## src/rtl/adder_pkg.sv

```systemverilog
// ============================================================================
// adder_pkg : shared state type and default sizing for adder_arbiter
// Revision  : 1.0
// ============================================================================
`default_nettype none

package adder_pkg;

    localparam int DEF_W    = 2;
    localparam int DEF_NREQ = 4;

    typedef enum logic [1:0] {
        IDLE = 2'd0,
        CALC = 2'd1,
        RESP = 2'd2
    } state_e;

endpackage

`default_nettype wire

```

## src/rtl/adder_core.sv

```systemverilog
// ============================================================================
// adder_core : combinational W-bit adder with carry out
// Revision   : 1.0
// ============================================================================
`default_nettype none

module adder_core #(
    parameter int W = 2
) (
    input  logic [W-1:0] a,
    input  logic [W-1:0] b,
    output logic [W-1:0] y,
    output logic         carry
);

    assign {carry, y} = {1'b0, a} + {1'b0, b};

endmodule

`default_nettype wire

```

## src/rtl/adder_arbiter.sv

```systemverilog
// ============================================================================
// adder_arbiter : round-robin arbiter sharing one adder among NREQ requesters
// Revision      : 1.0
// ============================================================================
`default_nettype none

module adder_arbiter
    import adder_pkg::*;
#(
    parameter int NREQ = DEF_NREQ,
    parameter int W    = DEF_W,
    localparam int IDW = $clog2(NREQ)
) (
    input  logic              clk,
    input  logic              rst_n,
    input  logic [NREQ-1:0]   req_valid,
    output logic [NREQ-1:0]   req_ready,
    input  logic [NREQ*W-1:0] req_a,
    input  logic [NREQ*W-1:0] req_b,
    output logic              rsp_valid,
    input  logic              rsp_ready,
    output logic [IDW-1:0]    rsp_id,
    output logic [W-1:0]      rsp_sum,
    output logic              rsp_carry,
    output logic              busy
);

    state_e           state_q;
    logic [IDW-1:0]   rr_ptr_q;
    logic [IDW-1:0]   rr_ptr_d;
    logic [IDW-1:0]   id_q;
    logic [W-1:0]     a_q;
    logic [W-1:0]     b_q;
    logic [W-1:0]     sum_q;
    logic             carry_q;
    logic             rsp_valid_q;

    logic             any_req;
    logic [IDW-1:0]   grant;
    logic [W-1:0]     sel_a;
    logic [W-1:0]     sel_b;
    logic [W-1:0]     core_y;
    logic             core_carry;

    // First set request at or after ptr, wrapping from NREQ-1 back to 0.
    function automatic logic [IDW-1:0] rr_pick(input logic [NREQ-1:0] v,
                                               input logic [IDW-1:0]  ptr);
        logic [IDW-1:0] g;
        logic           found;
        g     = '0;
        found = 1'b0;
        for (int k = 0; k < NREQ; k++) begin
            int idx;
            idx = (int'(ptr) + k) % NREQ;
            if (!found && v[idx]) begin
                g     = IDW'(idx);
                found = 1'b1;
            end
        end
        return g;
    endfunction

    always_comb begin
        any_req   = |req_valid;
        grant     = rr_pick(req_valid, rr_ptr_q);
        rr_ptr_d  = (grant == IDW'(NREQ - 1)) ? '0 : grant + 1'b1;
        req_ready = '0;
        if (state_q == IDLE && any_req) begin
            req_ready[grant] = 1'b1;
        end
        sel_a = '0;
        sel_b = '0;
        for (int i = 0; i < NREQ; i++) begin
            if (grant == IDW'(i)) begin
                sel_a = req_a[i*W +: W];
                sel_b = req_b[i*W +: W];
            end
        end
    end

    adder_core #(
        .W (W)
    ) u_adder_core (
        .a     (a_q),
        .b     (b_q),
        .y     (core_y),
        .carry (core_carry)
    );

    always_ff @(posedge clk or negedge rst_n) begin
        if (!rst_n) begin
            state_q     <= IDLE;
            rr_ptr_q    <= '0;
            id_q        <= '0;
            a_q         <= '0;
            b_q         <= '0;
            sum_q       <= '0;
            carry_q     <= 1'b0;
            rsp_valid_q <= 1'b0;
        end else begin
            case (state_q)
                IDLE: begin
                    // Any valid request is granted, so a handshake is implied.
                    if (any_req) begin
                        a_q      <= sel_a;
                        b_q      <= sel_b;
                        id_q     <= grant;
                        rr_ptr_q <= rr_ptr_d;
                        state_q  <= CALC;
                    end
                end
                CALC: begin
                    sum_q       <= core_y;
                    carry_q     <= core_carry;
                    rsp_valid_q <= 1'b1;
                    state_q     <= RESP;
                end
                RESP: begin
                    if (rsp_ready) begin
                        rsp_valid_q <= 1'b0;
                        state_q     <= IDLE;
                    end
                end
                default: begin
                    rsp_valid_q <= 1'b0;
                    state_q     <= IDLE;
                end
            endcase
        end
    end

    assign rsp_valid = rsp_valid_q;
    assign rsp_id    = id_q;
    assign rsp_sum   = sum_q;
    assign rsp_carry = carry_q;
    assign busy      = (state_q != IDLE);

endmodule

`default_nettype wire

```

## config.mk

```make
export PLATFORM = sky130hd
export DESIGN_NAME = adder_arbiter
export DESIGN_NICKNAME = d
export VERILOG_FILES = /design/src/rtl/adder_pkg.sv /design/src/rtl/adder_core.sv /design/src/rtl/adder_arbiter.sv
export SDC_FILE = /design/constraint.sdc
export NUM_CORES = 1
export LEC_CHECK = 0
export CORE_ASPECT_RATIO = 1.4
export CORE_MARGIN = 1
export CORE_UTILIZATION = 45
export CTS_CLUSTER_DIAMETER = 40
export DETAILED_ROUTE_END_ITERATION = 8
export PLACE_DENSITY = 0.89
export SLEW_MARGIN = 20
export SYNTH_ARGS = -nofsm -noshare
export SYNTH_HDL_FRONTEND = slang
export SYNTH_HIERARCHICAL = 1
export SYNTH_SLANG_ARGS = --single-unit
export TNS_END_PERCENT = 1
```

## constraint.sdc

```tcl
create_clock -name clk -period 6.29 [get_ports clk]
set_clock_uncertainty 0.2 [all_clocks]
set_input_delay 0.9435 -clock clk [delete_from_list [all_inputs] [get_ports clk]]
set_output_delay 0.9435 -clock clk [all_outputs]
set_load 0.005 [all_outputs]
```

======== Word-level counts from Yosys, hierarchy flattened ========
Cells that the tools add are included.
word-level totals
  bits in registers ....................... 14
  input port bits ......................... 23
  logic and storage cells ................. 83
operators by class
  add/subtract/negate cells ............... 5
  magnitude comparators ................... 6
  equality and inequality tests ........... 7
  multiplexer cells ....................... 35
  bitwise gates (word level) .............. 4
  reduce and logical (&&, ||, !) cells .... 18
operator list
  kind                                                 number
  2-to-1 mux 2 bit                                     15
  < comparator 3 x 4 -> 1 bit, second input constant   3
  2-to-1 mux 1 bit                                     12
  binary-select mux 1 bit (select 2 bit)               4
  == test 2 bit, second input constant                 3
  < comparator 2 x 3 -> 1 bit, second input constant   2
  case mux 2 bit (3 select lines)                      1
  AND reduction 2 bit                                  3
  OR reduction 2 bit                                   3
  logical AND 1 bit                                    5
  adder 2 x 1 -> 2 bit, second input constant          2
  adder 2 bit, second input constant                   2
  == test 2 x 1 -> 1 bit, second input constant        2
  zero test 2 bit                                      2
  2-to-1 mux 4 bit                                     1
  != test 2 bit, second input constant                 2
  OR reduction 4 bit                                   1
  adder 2 x 2 -> 3 bit                                 1
  bitwise AND 1 bit, first input constant              3
  zero test 1 bit                                      3
  case mux 1 bit (3 select lines)                      1
  demux 1 bit (select 2 bit)                           1
  >= comparator 2 x 1 -> 1 bit, second input constant  1
  nonzero test 2 bit                                   1
  NOT 1 bit                                            1

======== Logic depth before layout (Yosys ltp) ========
Gate-level depths: netlist (run 1).
  depth after elaboration ................. 19
  gate-level depth with buffers ........... 9

======== Modules after synthesis ========
Netlist (run 1), hierarchy kept.
modules (own cells, without submodules)
  module         instances  cells each  area each (sq um)  sequential area each (sq um)
  adder_arbiter  1          80          815.8              350.3
  adder_core     1          7           51.3               0.0

======== Worst setup path after synthesis (run 1) ========
OpenSTA, ideal clock, no wires.
  kind .................................... input to output
  from .................................... in req_valid[3]
  to ...................................... out req_ready[3]
  arrival ................................. 2.065 ns
  path slack .............................. 3.082 ns
  cell stages on the path ................. 6
  path buffers ............................ 1
  path through ............................ nor2b_1 > o21a_1 > a311oi_2 > ha_1 > buf_1 > and2_1
between the ends
  cells in the longest elaborated chain, start to end .. 17
  elaborated cells between the ends (all ways) .. 32
  those cells by class .................... order compare: 2; mux: 21; reduce/logical: 9
RTL lines
  item                                                                                               line                 text
  start: declaration                                                                                 adder_arbiter.sv:16  input logic [NREQ-1:0] req_valid,
  binary-select mux 1 bit (select 2 bit)                                                             adder_arbiter.sv:55  if (!found && v[idx]) begin
  2-to-1 mux 1 bit (implied by the code)                                                             adder_arbiter.sv:55
  2-to-1 mux 1 bit                                                                                   adder_arbiter.sv:55
  zero test 1 bit                                                                                    adder_arbiter.sv:55
  logical AND 1 bit                                                                                  adder_arbiter.sv:55
  2-to-1 mux 1 bit                                                                                   adder_arbiter.sv:55
  zero test 1 bit                                                                                    adder_arbiter.sv:55
  logical AND 1 bit                                                                                  adder_arbiter.sv:55
  [... 2 more ...]                                                                                   n/a
  logical AND 1 bit                                                                                  adder_arbiter.sv:55
  2-to-1 mux 2 bit *                                                                                 adder_arbiter.sv:55
  via grant[0]                                                                                       adder_arbiter.sv:39  logic [IDW-1:0] grant;
  < comparator 2 x 3 -> 1 bit (implied by the code) or >= comparator 2 x 1 -> 1 bit (tied branches)  adder_arbiter.sv:69  req_ready[grant] = 1'b1;
  logical AND 1 bit (implied by the code)                                                            adder_arbiter.sv:69
  2-to-1 mux 1 bit (implied by the code)                                                             adder_arbiter.sv:69
  demux 1 bit (select 2 bit) *                                                                       adder_arbiter.sv:69
  2-to-1 mux 4 bit *                                                                                 adder_arbiter.sv:68  if (state_q == IDLE && any_req) begin
  end: declaration                                                                                   adder_arbiter.sv:17  output logic [NREQ-1:0] req_ready,
The timed path passes the listed nets; every way through them passes the cells marked *. The select of a mux whose other input is x is not followed.

======== Worst setup path after layout (run 1) ========
Same ends and word-level chain as after synthesis.

==> impl_metrics.ini, run 1 <==
[place]
gp_congestion = 0.7576
dpl.cell_count = 137
io_buffers = 33
dpl.hpwl_um = 1349

[synthesis]
synth_edf_count = 0
synth.distinct_cells = 27
ys_warn_count = 6
ys_ff_latch = 14
synthArstFlopShare_pct = 100.0
synthCells = 87
avgSynthCellArea_um2 = 9.966
synth_area_um2 = 867.1
seq_area_frac_synth_pct = 40.40
synth_ff_type = dfrtp_1
synth.net_count = 116

[route]
via_per_inst = 5.291
first_pass_iters = 4
drc = 0
drt_iter0_drc = 13
num_vias = 746
post_drt_wl_per_cell_um = 11.92
ant_nets = 0
drt_wl_total_um = 1681

[timing]
hold_ws_ps = 285.0
fmax_mhz = 230.8
hold_viol = 0
slew_violations = 0
rsz0062_at_grt = no
setup_viol = 0
fin_crit_sh_pct = 68.88
slew_headroom_pct = 59.28
fin_tns_setup_ps = 0
tightest_slew_ps = 608.9
fin_crit_ps = 4333

[clock_network]
htree_num_levels = 1
insertion_delay_ps = 280
cts_resized = 0
cts_tree = yes
post_cts_buffers = 0
clock-root-buffer = clkbuf_4
cts_max_path_buffers = 2
cts_buffers = 3
path_clk_slew_ps = 90
clock_sinks = 14
holdBufCountCts = 0

[cells_and_area]
syn2layout_area_growth_pct = 43.00
final_nets = 151
fillCellCount = 141
finalNonFillerCells = 141
drive_above_1_share_pct = 10.74
diodes = 0

[power]
power_switching_uw = 197.2
power.density_nw_per_um2 = 440.6
max-vdd-ir-drop_uv = 237.5
intPower_uw = 349.2
combinationalPowerShare_pct = 57.5
power.leakage_uw = 0.0005534
fin_total_pwr_uw = 546.4
seq_power_share_pct = 30.6
pwr-share-clk_pct = 11.9
switching_share_pct = 36.08

[floorplan]
dieWidth_um = 39.10
die_h_um = 53.94
start_util_pct = 48.73
pin_count = 34
rows = 18
coreArea_um2 = 1779
dieArea_um2 = 2109

[global_routing]
grt_max_degree = 20
grtUsageTotal_pct = 19.75
grt_pass1_wl_um = 2808
grt-ovfl-total = 0
grt_pass1_vias = 701
antenna_found_initial = 0

[hold_path]
worstHoldPathCells = 1
hold_class = reg2reg

[setup_path]
criticalPathCategory = in2out
required_ps = 5150
critPathMaxFanout = 9
r2r_cells = 9
cp-start-kind = input port
cp.arrival_ps = 3190
end_kind = output pin

[job]
drv_cap = 0

[status]
status = finished clean
==> Yosys cell counts, drive strengths merged, types with 3 or more instances <==
library cell / instances / area (um^2)
inv: 12 / 45.04
nor2b: 3 / 18.77
a221oi: 5 / 50.04
nor2: 10 / 37.54
a31oi: 4 / 25.02
ha: 5 / 62.56
and2: 4 / 25.02
a21oi: 3 / 30.03
dfrtp: 14 / 350.3
nand2: 4 / 15.01
a211o: 4 / 35.03
mux2: 5 / 56.30
==> sequential cells by signal, summed over array words and instances, names as in the netlist <==
name       count
rsp_valid      1
rsp_id         2
a_q            2
rsp_carry      1
b_q            2
state_q        2
rr_ptr_q       2
rsp_sum        2
==> final cells by class <==
type | instances | area (um^2) | share of cell area (%)
Tap cell | 20 | 25.02 | 2.018
Timing Repair Buffer | 33 | 330.3 | 26.64
Multi-Input combinational cell | 58 | 452.9 | 36.53
Sequential cell | 14 | 350.3 | 28.25
Inverter | 12 | 45.04 | 3.633
Clock buffer | 4 | 36.28 | 2.926
==> power by group through the flow <==
stage | Combinational (uW) | Sequential [uW] | Clock (uW)
after floorplan | 209 | 167 | 0
after global placement | 307 | 168 | 0
after detailed placement | 315 | 170 | 0
after CTS | 318 | 168 | 65.5
after global routing | 355 | 175 | 70.1
final | 314 | 167 | 64.9
==> worst max-delay path, stage by stage <==
cell             delay, ps
clkdlybuf4s50_1        520
nor2b_1                 80
o21a_1                 170
a311oi_2               350
ha_1                   390
and2_1                 220
clkdlybuf4s50_1        510
==> metal layers <==
metal | global-route usage, % | up-vias | part of all wire [%]
met5 | 0 | - | 0
met3 | 1.653 | 6 | 4.3
met4 | 14.94 | 0 | 3.3
li1 | - | 368 | -
met1 | 19.89 | 341 | 41
met2 | 35.83 | 31 | 51
==> placed cells by master (no fill, tap or decap) <==
master and count:
a211o_1 4, a211oi_1 1, a21o_1 2, a21oi_1 1
a21oi_2 1, a21oi_4 1, a221oi_1 4, a221oi_2 1
a311oi_2 1, a31oi_1 4, and2_1 4, clkbuf_4 3
clkbuf_8 1, clkdlybuf4s50_1 33, dfrtp_1 14, fa_1 1
ha_1 5, inv_1 12, mux2_1 1, mux2_2 4
nand2_1 4, nand2b_1 1, nor2_1 10, nor2b_1 3
o21a_1 2, o21ai_0 2, or2_4 1
==> final timing paths <==
kind | start | endpoint | slack [ps]
worst min register to register | rsp_valid$_DFFE_PN0P_ | rsp_valid$_DFFE_PN0P_ | 280
min in group asynchronous | rst_n | rsp_id[0]$_DFFE_PN0P_ | 840
worst max register to register | rr_ptr_q[1]$_DFFE_PN0P_ | a_q[1]$_DFFE_PN0P_ | 3610
worst max-delay path | req_valid[3] | req_ready[3] | 1960
max in group asynchronous | rst_n | a_q[0]$_DFFE_PN0P_ | 4660
worst min-delay path | rsp_valid$_DFFE_PN0P_ | rsp_valid$_DFFE_PN0P_ | 280
==> metrics by stage <==
step                utilization [%]  area [um^2]  worst slack (ps)
finish                        69.69         1240              1957
global route                  69.69         1240              1783
CTS                           69.69         1240              1971
detailed placement            67.65         1204              1965
global placement              67.65         1204              2052
floorplan                         -        867.1              3082
==> cells by family after synthesis <==
| group | synth area share (%) |
|---|---|
| AND/OR/NAND/NOR | 12.84 |
| buffers and inverters | 7.358 |
| AO/OA/AOI/OAI | 23.37 |
| adder cells (fa/ha/maj) | 9.524 |
| flip-flops | 40.40 |
| multiplexers | 6.493 |
Power figures use the tool's default switching activity.
==> run 2: changes to the inputs <==
--- a/config.mk
+++ b/config.mk
@@ -7,10 +7,10 @@
 export LEC_CHECK = 0
 export CORE_ASPECT_RATIO = 1.4
 export CORE_MARGIN = 1
-export CORE_UTILIZATION = 45
+export CORE_UTILIZATION = 38
 export CTS_CLUSTER_DIAMETER = 40
 export DETAILED_ROUTE_END_ITERATION = 8
-export PLACE_DENSITY = 0.89
+export PLACE_DENSITY = 0.81
 export SLEW_MARGIN = 20
 export SYNTH_ARGS = -nofsm -noshare
 export SYNTH_HDL_FRONTEND = slang
==> constraint.sdc (replaced) <==
create_clock -name clk -period 3.8 [get_ports clk]
set_clock_uncertainty 0.2 [all_clocks]
set_input_delay 0.57 -clock clk [delete_from_list [all_inputs] [get_ports clk]]
set_output_delay 0.57 -clock clk [all_outputs]
set_load 0.005 [all_outputs]
==> run 2 against run 1 <==
- global-route usage fell by 3.7 points
- setup slack worse by 1700 ps
- clock power grew 68%
- critical path depth is 1 higher
- non-clock buffer count rose by 1
- combinational power rose by 69%
- first-iteration DRC count down 46%
- flip-flop and latch count did not move
- cell count increased by 2.1%
- worst hold slack improved by 5.7 ps
- critical path type unchanged
- largest cell class unchanged
- largest power group unchanged
==> impl_metrics.ini, run 2 (synthesis results as in run 1) <==
[global_routing]
grt_max_degree = 20
grt-ovfl-total = 0
grtUsageTotal_pct = 16.05
grt_pass1_wl_um = 2994
grt_pass1_vias = 758
antenna_found_initial = 0

[setup_path]
crit_top_cell = clkdlybuf4s50_1
cp.arrival_ps = 2750
end_kind = output pin
r2r_start = rr_ptr_q[1]$_DFFE_PN0P_
cp-start-kind = input port
rr_endpoint = b_q[0]$_DFFE_PN0P_
cp_cell_sequence = clkdlybuf4s50_1 -> nor2b_1 -> o21a_1 -> a311oi_2 -> inv_1 -> ha_1 -> and2_1 -> clkdlybuf4s50_1
required_ps = 3030
critPathMaxFanout = 9
cpPeakStageDelay_ps = 520
cpMaxStageDelayCell = clkdlybuf4s50_1
criticalPathCategory = in2out
r2r_cells = 9
r2r_slack_ps = 1120

[cells_and_area]
syn2layout_area_growth_pct = 44.16
finish.instance_area_um2 = 1250
final_nets = 152
final_cell_mix = clkdlybuf4s50_1, dfrtp_1, inv_1, nor2_1, ha_1
final_common_cell = clkdlybuf4s50_1
drive_above_1_share_pct = 11.48
diodes = 0

[route]
via_per_inst = 5.229
drc = 0
drt_wl_total_um = 1842
first_pass_iters = 4
ant_nets = 0
post_drt_wl_per_cell_um = 12.79
drt_iter0_drc = 7
num_vias = 753

[power]
max-vdd-ir-drop_uv = 295.7
power.density_nw_per_um2 = 739.2
power.leakage_uw = 0.0005586

[floorplan]
rows = 20
die_h_um = 58.52
start_util_pct = 40.29
coreArea_um2 = 2152
pin_count = 34
dieArea_um2 = 2479
dieWidth_um = 42.37

[timing]
fmax_mhz = 284.4
fin_crit_sh_pct = 92.52
rsz0062_at_grt = no
setup_viol = 0
fin_tns_setup_ps = 0
slew_violations = 0
slew_headroom_pct = 58.81
tightest_slew_ps = 615.9
fin_crit_ps = 3516
hold_viol = 0

[clock_network]
htree_num_levels = 1
insertion_delay_ps = 290
cts_resized = 0
holdBufCountCts = 0
post_cts_buffers = 0
cts_tree = yes
cts_buffers = 3
clock-root-buffer = clkbuf_4
cts_max_path_buffers = 2
path_clk_slew_ps = 90
clock_sinks = 14

[status]
status = finished clean

[job]
drv_cap = 0

[place]
gp_congestion = 0.7414
dpl.hpwl_um = 1508
place_area_um2 = 1214
io_buffers = 33

[hold_path]
hold_class = reg2reg
hold_start = rsp_id[0]$_DFFE_PN0P_
worstHoldPathCells = 1
min_to = rsp_id[0]$_DFFE_PN0P_
run 2: final cells by class:
class	count	area (um^2)
multi-input cells	58	452.9
flip-flops and latches	14	350.3
fillers	190	902.1
well taps	22	27.53
clock buffers	4	36.28
inverters	12	45.04
repair buffers	34	337.8
run 2: critical path, delay by kind of cell:
family / cells / cell delay (ps)
adders and majority gates: 1 / 310
buffers and inverters: 3 / 1080
AOI/OAI and AO/OA: 2 / 530
and+or+nand+nor: 2 / 260
run 2: how the worst max path moves through the flow:
stage	start	endpoint	slack [ps]
2_1_floorplan	req_valid[3]	req_ready[3]	1340
3_3_place_gp	req_valid[3]	req_ready[2]	360
3_5_place_dp	req_valid[3]	req_ready[2]	280
4_1_cts	req_valid[3]	req_ready[2]	290
5_1_grt	req_valid[3]	req_ready[2]	170
6_report	req_valid[3]	req_ready[2]	280
run 2: stage by stage:
stage | total power, uW | util (%) | worst slack (ps) | hold WS, ps | std cells
floorplan | 622.4 | - | 1339 | 74.41 | 87
global placement | 799.0 | 56.40 | 361.0 | 265.7 | 140
detailed placement | 826.2 | 56.40 | 283.2 | 274.0 | 140
CTS | 934.8 | 58.08 | 286.6 | 293.0 | 144
global route | 998.1 | 58.08 | 165.3 | 313.1 | 144
finish | 923.9 | 58.08 | 284.2 | 290.7 | 144
run 2: per-layer routing:
layer | vias up | wire length, um | GRT usage, %
met4 | 0 | 48 | 10.71
met2 | 21 | 1023 | 30.11
met1 | 357 | 710 | 16.73
met5 | - | 0 | 0
li1 | 370 | - | -
met3 | 5 | 60 | 1.227
run 2: where the power goes:
part / internal [uW] / switching (uW) / leakage (uW)
Combinational: 296 / 234 / 0.000374
Clock: 58.5 / 50.6 / 0.0000210
Sequential: 229 / 55.6 / 0.000164
Total: 583 / 340 / 0.000559
==> run 3: changes to the inputs <==
--- a/config.mk
+++ b/config.mk
@@ -7,10 +7,10 @@
 export LEC_CHECK = 0
 export CORE_ASPECT_RATIO = 1.4
 export CORE_MARGIN = 1
-export CORE_UTILIZATION = 38
+export CORE_UTILIZATION = 42
 export CTS_CLUSTER_DIAMETER = 40
 export DETAILED_ROUTE_END_ITERATION = 8
-export PLACE_DENSITY = 0.81
+export PLACE_DENSITY = 0.85
 export SLEW_MARGIN = 20
 export SYNTH_ARGS = -nofsm -noshare
 export SYNTH_HDL_FRONTEND = slang
==> constraint.sdc (replaced) <==
create_clock -name clk -period 3.5 [get_ports clk]
set_clock_uncertainty 0.2 [all_clocks]
set_input_delay 0.525 -clock clk [delete_from_list [all_inputs] [get_ports clk]]
set_output_delay 0.525 -clock clk [all_outputs]
set_load 0.005 [all_outputs]
==> run 3 against run 2 <==
- routed wire length is 1.9% higher
- die area is 9.1% lower
- critical path depth is 1 lower
- critical endpoint is now req_ready[1]
- largest power group unchanged
==> impl_metrics.ini, run 3 (synthesis results as in run 1) <==
[status]
status = finished clean

[setup_path]
cp.arrival_ps = 2650
criticalPathCategory = in2out
cpMaxStageDelayCell = clkdlybuf4s50_1
cp_cell_sequence = clkdlybuf4s50_1 -> nor2b_1 -> o21a_1 -> a311oi_2 -> ha_1 -> and2_1 -> clkdlybuf4s50_1
critPathMaxFanout = 6
cp-start-kind = input port
end_kind = output pin
r2r_start = rr_ptr_q[1]$_DFFE_PN0P_
cpPeakStageDelay_ps = 520
worstSetupStartpoint = req_valid[3]
r2r_slack_ps = 780
crit_top_cell = clkdlybuf4s50_1
required_ps = 2770

[route]
drc = 0
drt_iter0_drc = 6
via_per_inst = 5.147
ant_nets = 0
post_drt_wl_per_cell_um = 13.13
drt_wl_total_um = 1877
num_vias = 736
first_pass_iters = 4

[timing]
slew_violations = 0
hold_viol = 0
fin_crit_sh_pct = 96.42
tightest_slew_ps = 611.9
fin_tns_setup_ps = 0
fmax_mhz = 296.3
setup_viol = 0
slew_headroom_pct = 59.08
fin_crit_ps = 3375
rsz0062_at_grt = no

[cells_and_area]
finish.instance_area_um2 = 1254
syn2layout_area_growth_pct = 44.59
multi_input_area_um2 = 464.2
fin_util_pct = 64.31
fillCellCount = 170
drive_above_1_share_pct = 11.48
final_nets = 153
regArea_um2 = 350.3
final_common_cell = clkdlybuf4s50_1
final_cell_mix = clkdlybuf4s50_1, dfrtp_1, inv_1, nor2_1, ha_1
diodes = 0

[floorplan]
dieArea_um2 = 2253
coreArea_um2 = 1949
die_h_um = 55.76
dieWidth_um = 40.40
start_util_pct = 44.48
rows = 19
pin_count = 34

[hold_path]
hold_start = rsp_valid$_DFFE_PN0P_
hold_class = reg2reg

[global_routing]
grt_max_degree = 20
antenna_found_initial = 0
grtUsageTotal_pct = 18.63
grt_pass1_wl_um = 2946
grt-ovfl-total = 0
grt_pass1_vias = 734

[power]
intPower_uw = 617.6
power_switching_uw = 366.6
max-vdd-ir-drop_uv = 408.7
power.density_nw_per_um2 = 785.0
power.leakage_uw = 0.0005593
fin_total_pwr_uw = 984.2
switching_share_pct = 37.24
pwr-share-clk_pct = 8.6
seq_power_share_pct = 31.1
combinationalPowerShare_pct = 60.3

[job]
drv_cap = 0

[clock_network]
clock_sinks = 14
cts_max_path_buffers = 2
clock-root-buffer = clkbuf_4
htree_num_levels = 1
cts_buffers = 3
path_clk_slew_ps = 70
post_cts_buffers = 0
cts_resized = 0
holdBufCountCts = 0
insertion_delay_ps = 270
cts_tree = yes

[place]
dpl.hpwl_um = 1487
gp_congestion = 0.7584
io_buffers = 33
place_area_um2 = 1220
==> run 3: changes by cell type in the layout (fill, tap and decap cells not counted) <==
| cell | delta |
|---|---|
| a221oi_2 | -1 |
| a221oi_4 | +1 |
| buf_4 | +1 |
| clkbuf_8 | -1 |
==> run 3: layout make-up <==
type	instances	share of cell area, %
clock buffers	3	1.796
inverters	12	3.593
multi-input cells	58	37.03
flip-flops and latches	14	27.94
well taps	21	2.096
repair buffers	35	27.54
==> run 3: critical path: cells and delay by family <==
kind                     cells  cell delay (ps)
AND/OR/NAND/NOR              2              240
buffers and inverters        2             1010
AO/OA/AOI/OAI                2              520
adder cells (fa/ha/maj)      1              350
==> run 3: per-layer routing <==
metal	vias to the layer above	GRT usage, %	part of all wire [%]
met1	345	20.95	41
met2	17	33.33	56
met5	-	0	0
met4	0	7.143	0
met3	0	1.200	2.8
li1	374	-	-
==> run 3: path summary, 6_finish.rpt <==
| check | endpoint | cells past startpoint |
|---|---|---|
| worst max-delay path | req_ready[1] | 7 |
| worst min-delay path | rsp_valid$_DFFE_PN0P_ | 1 |
| worst max register to register | a_q[1]$_DFFE_PN0P_ | 9 |
| worst min register to register | rsp_valid$_DFFE_PN0P_ | 1 |
| max in group asynchronous | state_q[1]$_DFFE_PN0P_ | 1 |
| min in group asynchronous | rsp_valid$_DFFE_PN0P_ | 1 |
==> run 3: stage by stage <==
step	cells	hold slack, ps	setup slack [ps]
final	143	292.0	125.3
after global routing	143	319.3	10.09
after CTS	143	296.9	67.33
after detailed placement	140	276.9	65.91
after global placement	140	265.0	221.7
after floorplan	87	29.41	1119
==> run 3: power groups by stage <==
stage	Clock, uW	Sequential [uW]	Combinational, uW
4_1_cts	90.3	306	589
5_1_grt	95.8	319	659
2_1_floorplan	0	301	375
6_report	85.1	306	593
3_3_place_gp	0	306	570
3_5_place_dp	0	310	586
